## config.mk

```make
export PLATFORM = sky130hd
export DESIGN_NAME = if_stage
export DESIGN_NICKNAME = d
export VERILOG_FILES = /design/src/rtl/pip_pkg.sv /design/src/rtl/npc_calc.sv /design/src/rtl/if_stage.sv
export SDC_FILE = /design/constraint.sdc
export NUM_CORES = 1
export LEC_CHECK = 0
export CAP_MARGIN = 20
export CORE_AREA = 2 2 159 161
export DETAILED_ROUTE_END_ITERATION = 7
export DIE_AREA = 0 0 161 163
export HOLD_SLACK_MARGIN = 0.12
export SYNTH_ARGS = -nofsm -noshare
export SYNTH_HDL_FRONTEND = slang
export SYNTH_SLANG_ARGS = --single-unit
```

## constraint.sdc

```tcl
create_clock -name clk -period 3.5 [get_ports clk]
set_input_delay 0.35 -clock clk [delete_from_list [all_inputs] [get_ports clk]]
set_output_delay 0.35 -clock clk [all_outputs]
set_load 0.05 [all_outputs]
```

## src/rtl/pip_pkg.sv

```systemverilog
// Shared definitions for the MIPS pipeline front end: PCSrc encodings,
// the NOP encoding and the fetch FSM state type.
package pip_pkg;
  localparam logic [1:0]  PC_SEQ = 2'b00;
  localparam logic [1:0]  PC_BR  = 2'b01;
  localparam logic [1:0]  PC_J   = 2'b10;
  localparam logic [1:0]  PC_JR  = 2'b11;

  localparam logic [31:0] NOP_INSTR = 32'h0;

  typedef enum logic {FETCH = 1'b0, HOLD = 1'b1} fstate_e;
endpackage

```

## src/rtl/npc_calc.sv

```systemverilog
// Redirect-target mux: branch, jump or register-jump target from the
// instruction held in IF/ID.
module npc_calc
  import pip_pkg::*;
(
  input  logic [1:0]  pcsrc_i,
  input  logic [25:0] instr_i,
  input  logic [31:0] pc4_i,
  input  logic [31:0] jr_addr_i,
  output logic [31:0] target_o
);
  logic [31:0] br_off;

  assign br_off = {{14{instr_i[15]}}, instr_i[15:0], 2'b00};

  always_comb begin
    target_o = pc4_i;
    case (pcsrc_i)
      PC_BR:   target_o = pc4_i + br_off;
      PC_J:    target_o = {pc4_i[31:28], instr_i, 2'b00};
      PC_JR:   target_o = jr_addr_i;
      default: target_o = pc4_i;
    endcase
  end
endmodule

```

## src/rtl/if_stage.sv

```systemverilog
// Instruction fetch + IF/ID register with req/ack imem handshake and a
// one-word skid buffer. Define IF_PERF_CNT_EN to add stall/flush counters.
module if_stage
  import pip_pkg::*;
#(
  parameter logic [31:0] RESET_PC = 32'h0000_0000
) (
  input  logic        clk,
  input  logic        rst,
  input  logic        stall,
  input  logic [1:0]  PCSrc,
  input  logic [31:0] jr_addr,
  output logic        imem_req,
  output logic [31:0] imem_addr,
  input  logic [31:0] imem_rdata,
  input  logic        imem_ack,
  output logic [31:0] ifid_instr,
  output logic [31:0] ifid_pc4,
  output logic        ifid_valid
`ifdef IF_PERF_CNT_EN
  ,
  output logic [31:0] stall_cnt,
  output logic [31:0] flush_cnt
`endif
);
  fstate_e     state_q, state_d;
  logic [31:0] pc_q, pc_d;
  logic [31:0] instr_q, instr_d;
  logic [31:0] pc4_q, pc4_d;
  logic        valid_q, valid_d;
  logic [31:0] skid_q, skid_d;
  logic        discard_q, discard_d;
  logic [31:0] saved_q, saved_d;

  logic [31:0] pc_plus4, target;
  logic        redirect;

  assign pc_plus4 = pc_q + 32'd4;
  assign redirect = valid_q & ~stall & (PCSrc != PC_SEQ);

  npc_calc u_npc (
    .pcsrc_i   (PCSrc),
    .instr_i   (instr_q[25:0]),
    .pc4_i     (pc4_q),
    .jr_addr_i (jr_addr),
    .target_o  (target)
  );

  always_comb begin
    state_d   = state_q;
    pc_d      = pc_q;
    instr_d   = instr_q;
    pc4_d     = pc4_q;
    valid_d   = valid_q;
    skid_d    = skid_q;
    discard_d = discard_q;
    saved_d   = saved_q;
    case (state_q)
      FETCH: begin
        if (stall) begin
          // A stale word still retires the squashed request during a stall.
          if (imem_ack) begin
            if (discard_q) begin
              pc_d      = saved_q;
              discard_d = 1'b0;
            end else begin
              skid_d  = imem_rdata;
              state_d = HOLD;
            end
          end
        end else if (redirect) begin
          valid_d = 1'b0;
          if (imem_ack) begin
            pc_d      = target;
            discard_d = 1'b0;
          end else begin
            // Address must stay stable until the pending fetch completes.
            saved_d   = target;
            discard_d = 1'b1;
          end
        end else if (imem_ack) begin
          if (discard_q) begin
            pc_d      = saved_q;
            discard_d = 1'b0;
            valid_d   = 1'b0;
          end else begin
            instr_d = imem_rdata;
            pc4_d   = pc_plus4;
            valid_d = 1'b1;
            pc_d    = pc_plus4;
          end
        end else begin
          valid_d = 1'b0;
        end
      end
      HOLD: begin
        if (!stall) begin
          state_d = FETCH;
          if (redirect) begin
            valid_d = 1'b0;
            pc_d    = target;
          end else begin
            instr_d = skid_q;
            pc4_d   = pc_plus4;
            valid_d = 1'b1;
            pc_d    = pc_plus4;
          end
        end
      end
      default: state_d = FETCH;
    endcase
  end

  always_ff @(posedge clk) begin
    if (rst) begin
      state_q   <= FETCH;
      pc_q      <= RESET_PC;
      instr_q   <= NOP_INSTR;
      pc4_q     <= 32'h0;
      valid_q   <= 1'b0;
      skid_q    <= NOP_INSTR;
      discard_q <= 1'b0;
      saved_q   <= 32'h0;
    end else begin
      state_q   <= state_d;
      pc_q      <= pc_d;
      instr_q   <= instr_d;
      pc4_q     <= pc4_d;
      valid_q   <= valid_d;
      skid_q    <= skid_d;
      discard_q <= discard_d;
      saved_q   <= saved_d;
    end
  end

  assign imem_req   = (state_q == FETCH);
  assign imem_addr  = pc_q;
  assign ifid_instr = instr_q;
  assign ifid_pc4   = pc4_q;
  assign ifid_valid = valid_q;

`ifdef IF_PERF_CNT_EN
  logic [31:0] stall_cnt_q, flush_cnt_q;

  always_ff @(posedge clk) begin
    if (rst) begin
      stall_cnt_q <= 32'h0;
      flush_cnt_q <= 32'h0;
    end else begin
      if (stall)    stall_cnt_q <= stall_cnt_q + 32'd1;
      if (redirect) flush_cnt_q <= flush_cnt_q + 32'd1;
    end
  end

  assign stall_cnt = stall_cnt_q;
  assign flush_cnt = flush_cnt_q;
`endif
endmodule

```

# Yosys cells after proc, flatten, opt, wreduce, memory -nomap -nowiden
# Cells that the tools add are included.
# op_classes
add_sub_neg	2
eq_ne	10
muxes	39
n_bitwise	6
reduce_logical	6
# ops
operator	n
two-way mux 32 bit	21
one-hot mux 32 bit (2 select lines)	3
one-hot mux 32 bit (3 select lines)	1
adder 32 x 3 -> 32 bit, second input constant	1
adder 32 bit	1
two-way mux 1 bit	12
!= test 2 bit, second input constant	5
AND reduction 4 bit	2
AND reduction 6 bit	1
equality test 2 bit, second input constant	2
inverter 1 bit	4
one-hot mux 1 bit (2 select lines)	2
!= test 3 x 2 -> 1 bit, second input constant	1
AND reduction 3 bit	1
bitwise AND 1 bit	2
equality test 2 x 1 -> 1 bit, second input constant	1
!= test 2 x 1 -> 1 bit, second input constant	1
AND reduction 2 bit	1
nonzero test 2 bit	1
# word_totals
ff_bits	163
inputBits	70
out_inout_bits	98

# Longest topological paths before layout
# Gate-level depths: netlist of the first run.
# logic_depth
depth_word	6
mapped_depth	11
depth_no_buf	11

# Hierarchy
# Synthesis of the first run repeated with hierarchy kept, for this count alone.
# unflattened
hier_cells	1239
hier_area_um2	10074.7
# by_module_without_submodules
mod	n_inst	cells_each	area_per_inst_um2	seq_area_each_um2
if_stage	1	962	7747.4	3263.1
npc_calc	1	277	2327.2	0.0

# Worst setup path before layout of the first run
# OpenSTA, ideal clock, no wires.
# synth_timing
path_type	reg2reg
start	reg instr_q[15], in the netlist ifid_instr[15]
end	reg pc_q[25], in the netlist imem_addr[25]
arrival_ns	3.178
slack_ns	0.236
path_stages_with_launch	11
n_path_buf	0
period_less_slack_ns	3.264
cell_sequence	dfxtp_1 -> ha_1 -> a21o_1 -> a21o_1 -> a221o_1 -> nor2b_1 -> nor4_1 -> xnor2_1 -> a21oi_1 -> a211o_1 -> a211oi_1
# synth_via
elab_chain_len	6
# synth_lines
element	line_no	text
start: declaration	if_stage.sv:28	logic [31:0] instr_q, instr_d;
start signal: assignment	if_stage.sv:127	instr_q <= instr_d;
adder 32 bit *	npc_calc.sv:19	PC_BR: target_o = pc4_i + br_off;
one-hot mux 32 bit (3 select lines) *	npc_calc.sv:18	case (pcsrc_i)
two-way mux 32 bit	if_stage.sv:73	if (imem_ack) begin
two-way mux 32 bit	if_stage.sv:71	end else if (redirect) begin
two-way mux 32 bit	if_stage.sv:60	if (stall) begin
one-hot mux 32 bit (2 select lines) *	if_stage.sv:58	case (state_q)
end signal: assignment	if_stage.sv:126	pc_q <= pc_d;
end: declaration	if_stage.sv:27	logic [31:0] pc_q, pc_d;
# Every way passes the cells marked *; elsewhere a longest branch is shown, timed or not. The select of a mux whose other input is x is not followed.
# A chain may end at the register's enable or synchronous reset.

# Final worst setup path of the first run
# layout_timing
start	reg instr_q[1], in the netlist ifid_instr[1]
end	reg pc_q[23], in the netlist imem_addr[23]
# The elaborated chain is that of the path after synthesis.

==> summary.txt, run 1 <==
Clock tree
  – Clock Pin Slew Worst Setup and Hold Paths: roughly 0.07 ns
  – CTS sink count: approximately 160
  – Cts bufs inserted: 17
  – Clock Latency Late Sink: roughly 0.44 ns
  – CTS tree: built
  – Cts repair resizes: 0
  – Total setup buffers inserted after CTS: 0
  – Root buf cell: clkbuf_16
  – Hold-fix buffers, CTS: 0
  – Htree depth: 4
  – Clock tree buffer depth: 2

Die
  – Initial Util: around 39%
  – Die area: 26,200 sq um
  – Chip Width: around 160 microns
  – Die Ht: 163 microns
  – IO Count: 168
  – Area of the core: between 20,000 and 25,000 sq um
  – Row count: 58

Yosys
  – Netlist area before placement: ~9600 sq um
  – Post-synth top flop: dfxtp_1
  – Number of synthesized flops with an enable pin: 0
  – Yosys warnings: 0
  – Synth Area in Compound Gates: 24.2%
  – Ys async rst share: 0%
  – Count of cell types in the netlist: 88
  – Largest family of logic cells by synthesized area: compound AO/OA/AOI/OAI gates
  – Syn nets: between 1,000 and 1,500
  – Mux contribution to synthesized area: a little under a tenth
  – Mean post-synth cell area: between 8 and 9 sq um
  – Synth Register Bits: ~160
  – Post-synthesis simple-gate area fraction: 19.5%
  – Cells after Synth: between 1,000 and 1,500
  – Post-synthesis adder-cell area fraction: 4.11%
  – Post-synthesis sequential area ratio: 33.9%
  – Xor-xnor portion of the synthesized cell area: under 10%

GRT
  – Initial antenna violation count: 0
  – Vias in the first global route: approximately 9,000
  – Largest net degree at the start of global routing: 117
  – Gr usage total: 25.4%
  – Total gr overflow: 0
  – First-pass GRT wire length: 52.0 mm

Worst setup path
  – Worst setup EP type: flop
  – CP Max Fanout: 5
  – Delay of the slowest critical-path stage: around 0.45 ns
  – Cells on worst reg2reg path: 11
  – Cell Chain, Critical Path: ha_1, a21o_1, and4_4, o2111ai_1, o211ai_2, o311ai_1, a21oi_1, nor4_1, a311oi_1, buf_4, a41o_1
  – Critical Path Start Type: flop
  – Crit path required time: about 3.8 ns
  – Slowest CP cell: o311ai_1
  – Worst Path Arrival: roughly 3.4 ns
  – Setup CP Type: reg2reg

Min path
  – Worst Hold Depth: 2
  – Hold Path Class: in2reg

Routing
  – Routed via count: just over 9,000
  – Wire per inst: 20.0 microns
  – DR DRC count: 0
  – DRT Wirelength: 33.1 mm
  – DRT Pass-1 Iters: 5
  – DRT iter0 DRCs: around 670
  – Via density: about 5.6
  – Antenna Violating Nets Remaining: 0

Outcome
  – Status: completed

Power
  – Power Density: roughly 440 nW/um^2
  – Flop pwr share: 38.8%
  – Pint: 0.00347 W
  – Peak supply drop: between 0.0002 and 0.0003 V
  – Gate power share: between 20% and 30%
  – Sw Share: a little over a third
  – Switching pwr: between 0.0015 and 0.002 W
  – LEAKAGE: around 4.5 nW
  – Pwr Total: between 0.005 and 0.006 W
  – Clock Power Share: between 30% and 40%

Timing
  – Max Clk Rate: between 300 and 400 MHz
  – Final period util: ~87%
  – Setup_tns: 0 ns
  – Min Tclk post-route: 3.05 ns
  – Clk_skew: roughly 0.017 ns
  – Final Hold Fails: 0
  – RSZ-0062 raised after global routing: false
  – Relative slew slack: a little over a quarter
  – Final setup violation count: 0
  – Max-slew violations: 0
  – Tightest Pin Transition: between 1 and 1.5 ns

Run
  – Max Cap Viol: 0

Place
  – Post-detail-place hpwl: ~24 mm
  – Routability cong.: 0.933
  – Number of port buffers: 167
  – DP Cell Count: between 1,500 and 2,000

Layout
  – Final core utilization: 49.2%
  – Most frequent cells in the layout: 164 x clkdlybuf4s50_1, 162 x dfxtp_1, 160 x nand2_1
  – Fillers: around 2,400
  – Multi-input gate area: slightly below 6000 sq um
  – Final cell count without fillers: roughly 1,700
  – Layout area overhead: 26.4%
  – Layout cells sized above 1: under 10%
  – FF/Latch Area: around 3300 sq um
  – Commonest non-fill, non-tap cell in the layout: clkdlybuf4s50_1
  – # diodes: 0
  – Final net count: between 1,000 and 1,500
[metal layers]
metal / global-route usage [%] / vias to the layer above / wire [microns]
li1: - / 4553 / -
met1: 30.6 / 4456 / 13800
met2: 43.1 / 274 / 15900
met3: 7.00 / 51 / 2250
met4: 9.86 / 0 / 1200
met5: 0 / - / 0
[Yosys cell counts (all sizes together) (9+ instances only)]
cell,count,share of area [%]
buf,10,0.72
xnor2,24,2.2
o211ai,10,0.83
mux2i,61,6.4
nor2b,13,0.85
nand4,10,0.65
ha,30,3.9
nor2,138,5.4
a31oi,9,0.74
o21ai,47,2.4
nand3,27,1.4
nand2,162,6.4
dfxtp,163,34
a21oi,119,6.4
xor2,22,2.0
a21o,24,1.9
nor3,30,1.7
mux4,11,2.6
clkbuf,75,3.7
a221oi,12,1.1
inv,12,0.47
a211oi,65,5.1
[power groups by stage]
stage          clock network [W]  registers [W]  logic [W]
6_report                 0.00195        0.00207    0.00132
5_1_grt                  0.00206        0.00209    0.00142
4_1_cts                  0.00198        0.00207    0.00132
3_5_place_dp                   0        0.00212    0.00132
3_3_place_gp                   0        0.00211    0.00131
2_1_floorplan                  0        0.00235   0.000603
[worst max-delay path: cells and delay by family (launching register included)]
| family | cells | cell delay [ns] |
|---|---|---|
| compound gates | 7 | 1.61 |
| fa+ha+maj | 1 | 0.27 |
| simple gates | 2 | 0.46 |
| flops | 1 | 0.43 |
| buf+inv | 1 | 0.17 |
[registers in the layout, indices dropped and copies added, names as in the netlist]
| name | count |
|---|---|
| ifid_instr | 32 |
| ifid_pc4 | 32 |
| imem_addr | 32 |
| saved_q | 32 |
| skid_q | 32 |
| discard_q | 1 |
| ifid_valid | 1 |
| state_q | 1 |
[final timing paths]
check                           slack, ns     startpoint             to
worst max register to register       0.45  ifid_instr[1]  imem_addr[23]
worst max-delay path                 0.45  ifid_instr[1]  imem_addr[23]
worst min-delay path                 0.39            rst   ifid_pc4[30]
worst min register to register       0.46      skid_q[8]      skid_q[8]
[cell type report]
cell class / count / share of cell area, %
repair buffers: 199 / 15.8
clock inverters: 15 / 1.51
flip-flops and latches: 163 / 26.9
clock buffers: 17 / 3.50
multi-input cells: 917 / 48.5
inverters: 13 / 0.402
well taps: 330 / 3.40
[logic make-up (layout without fill, tap and decap cells)]
group | count (synthesis) | in the layout
adder cells (fa/ha/maj) | 31 | 31
AO/OA/AOI/OAI | 346 | 346
buffers and inverters | 98 | 244
XOR/XNOR | 46 | 46
flip-flops | 163 | 163
AND/OR/NAND/NOR | 420 | 420
multiplexers | 74 | 74
[per-stage QoR]
stage | cell area (sq um) | setup WS, ns | hold slack, ns
after CTS | 12200 | 0.483 | 0.374
after floorplan | 9610 | 0.236 | 0.433
after detailed placement | 11500 | 0.494 | 0.443
final | 12200 | 0.453 | 0.391
after global routing | 12200 | 0.245 | 0.391
after global placement | 11500 | 0.539 | 0.440
Power figures use the tool's default switching activity.
==> run 2: changes to the inputs <==
ABC_CLOCK_PERIOD_IN_PS = 3500   (was not set)
==> results of run 2 <==
Final layout, timing and power as in run 1 (identical DEF).
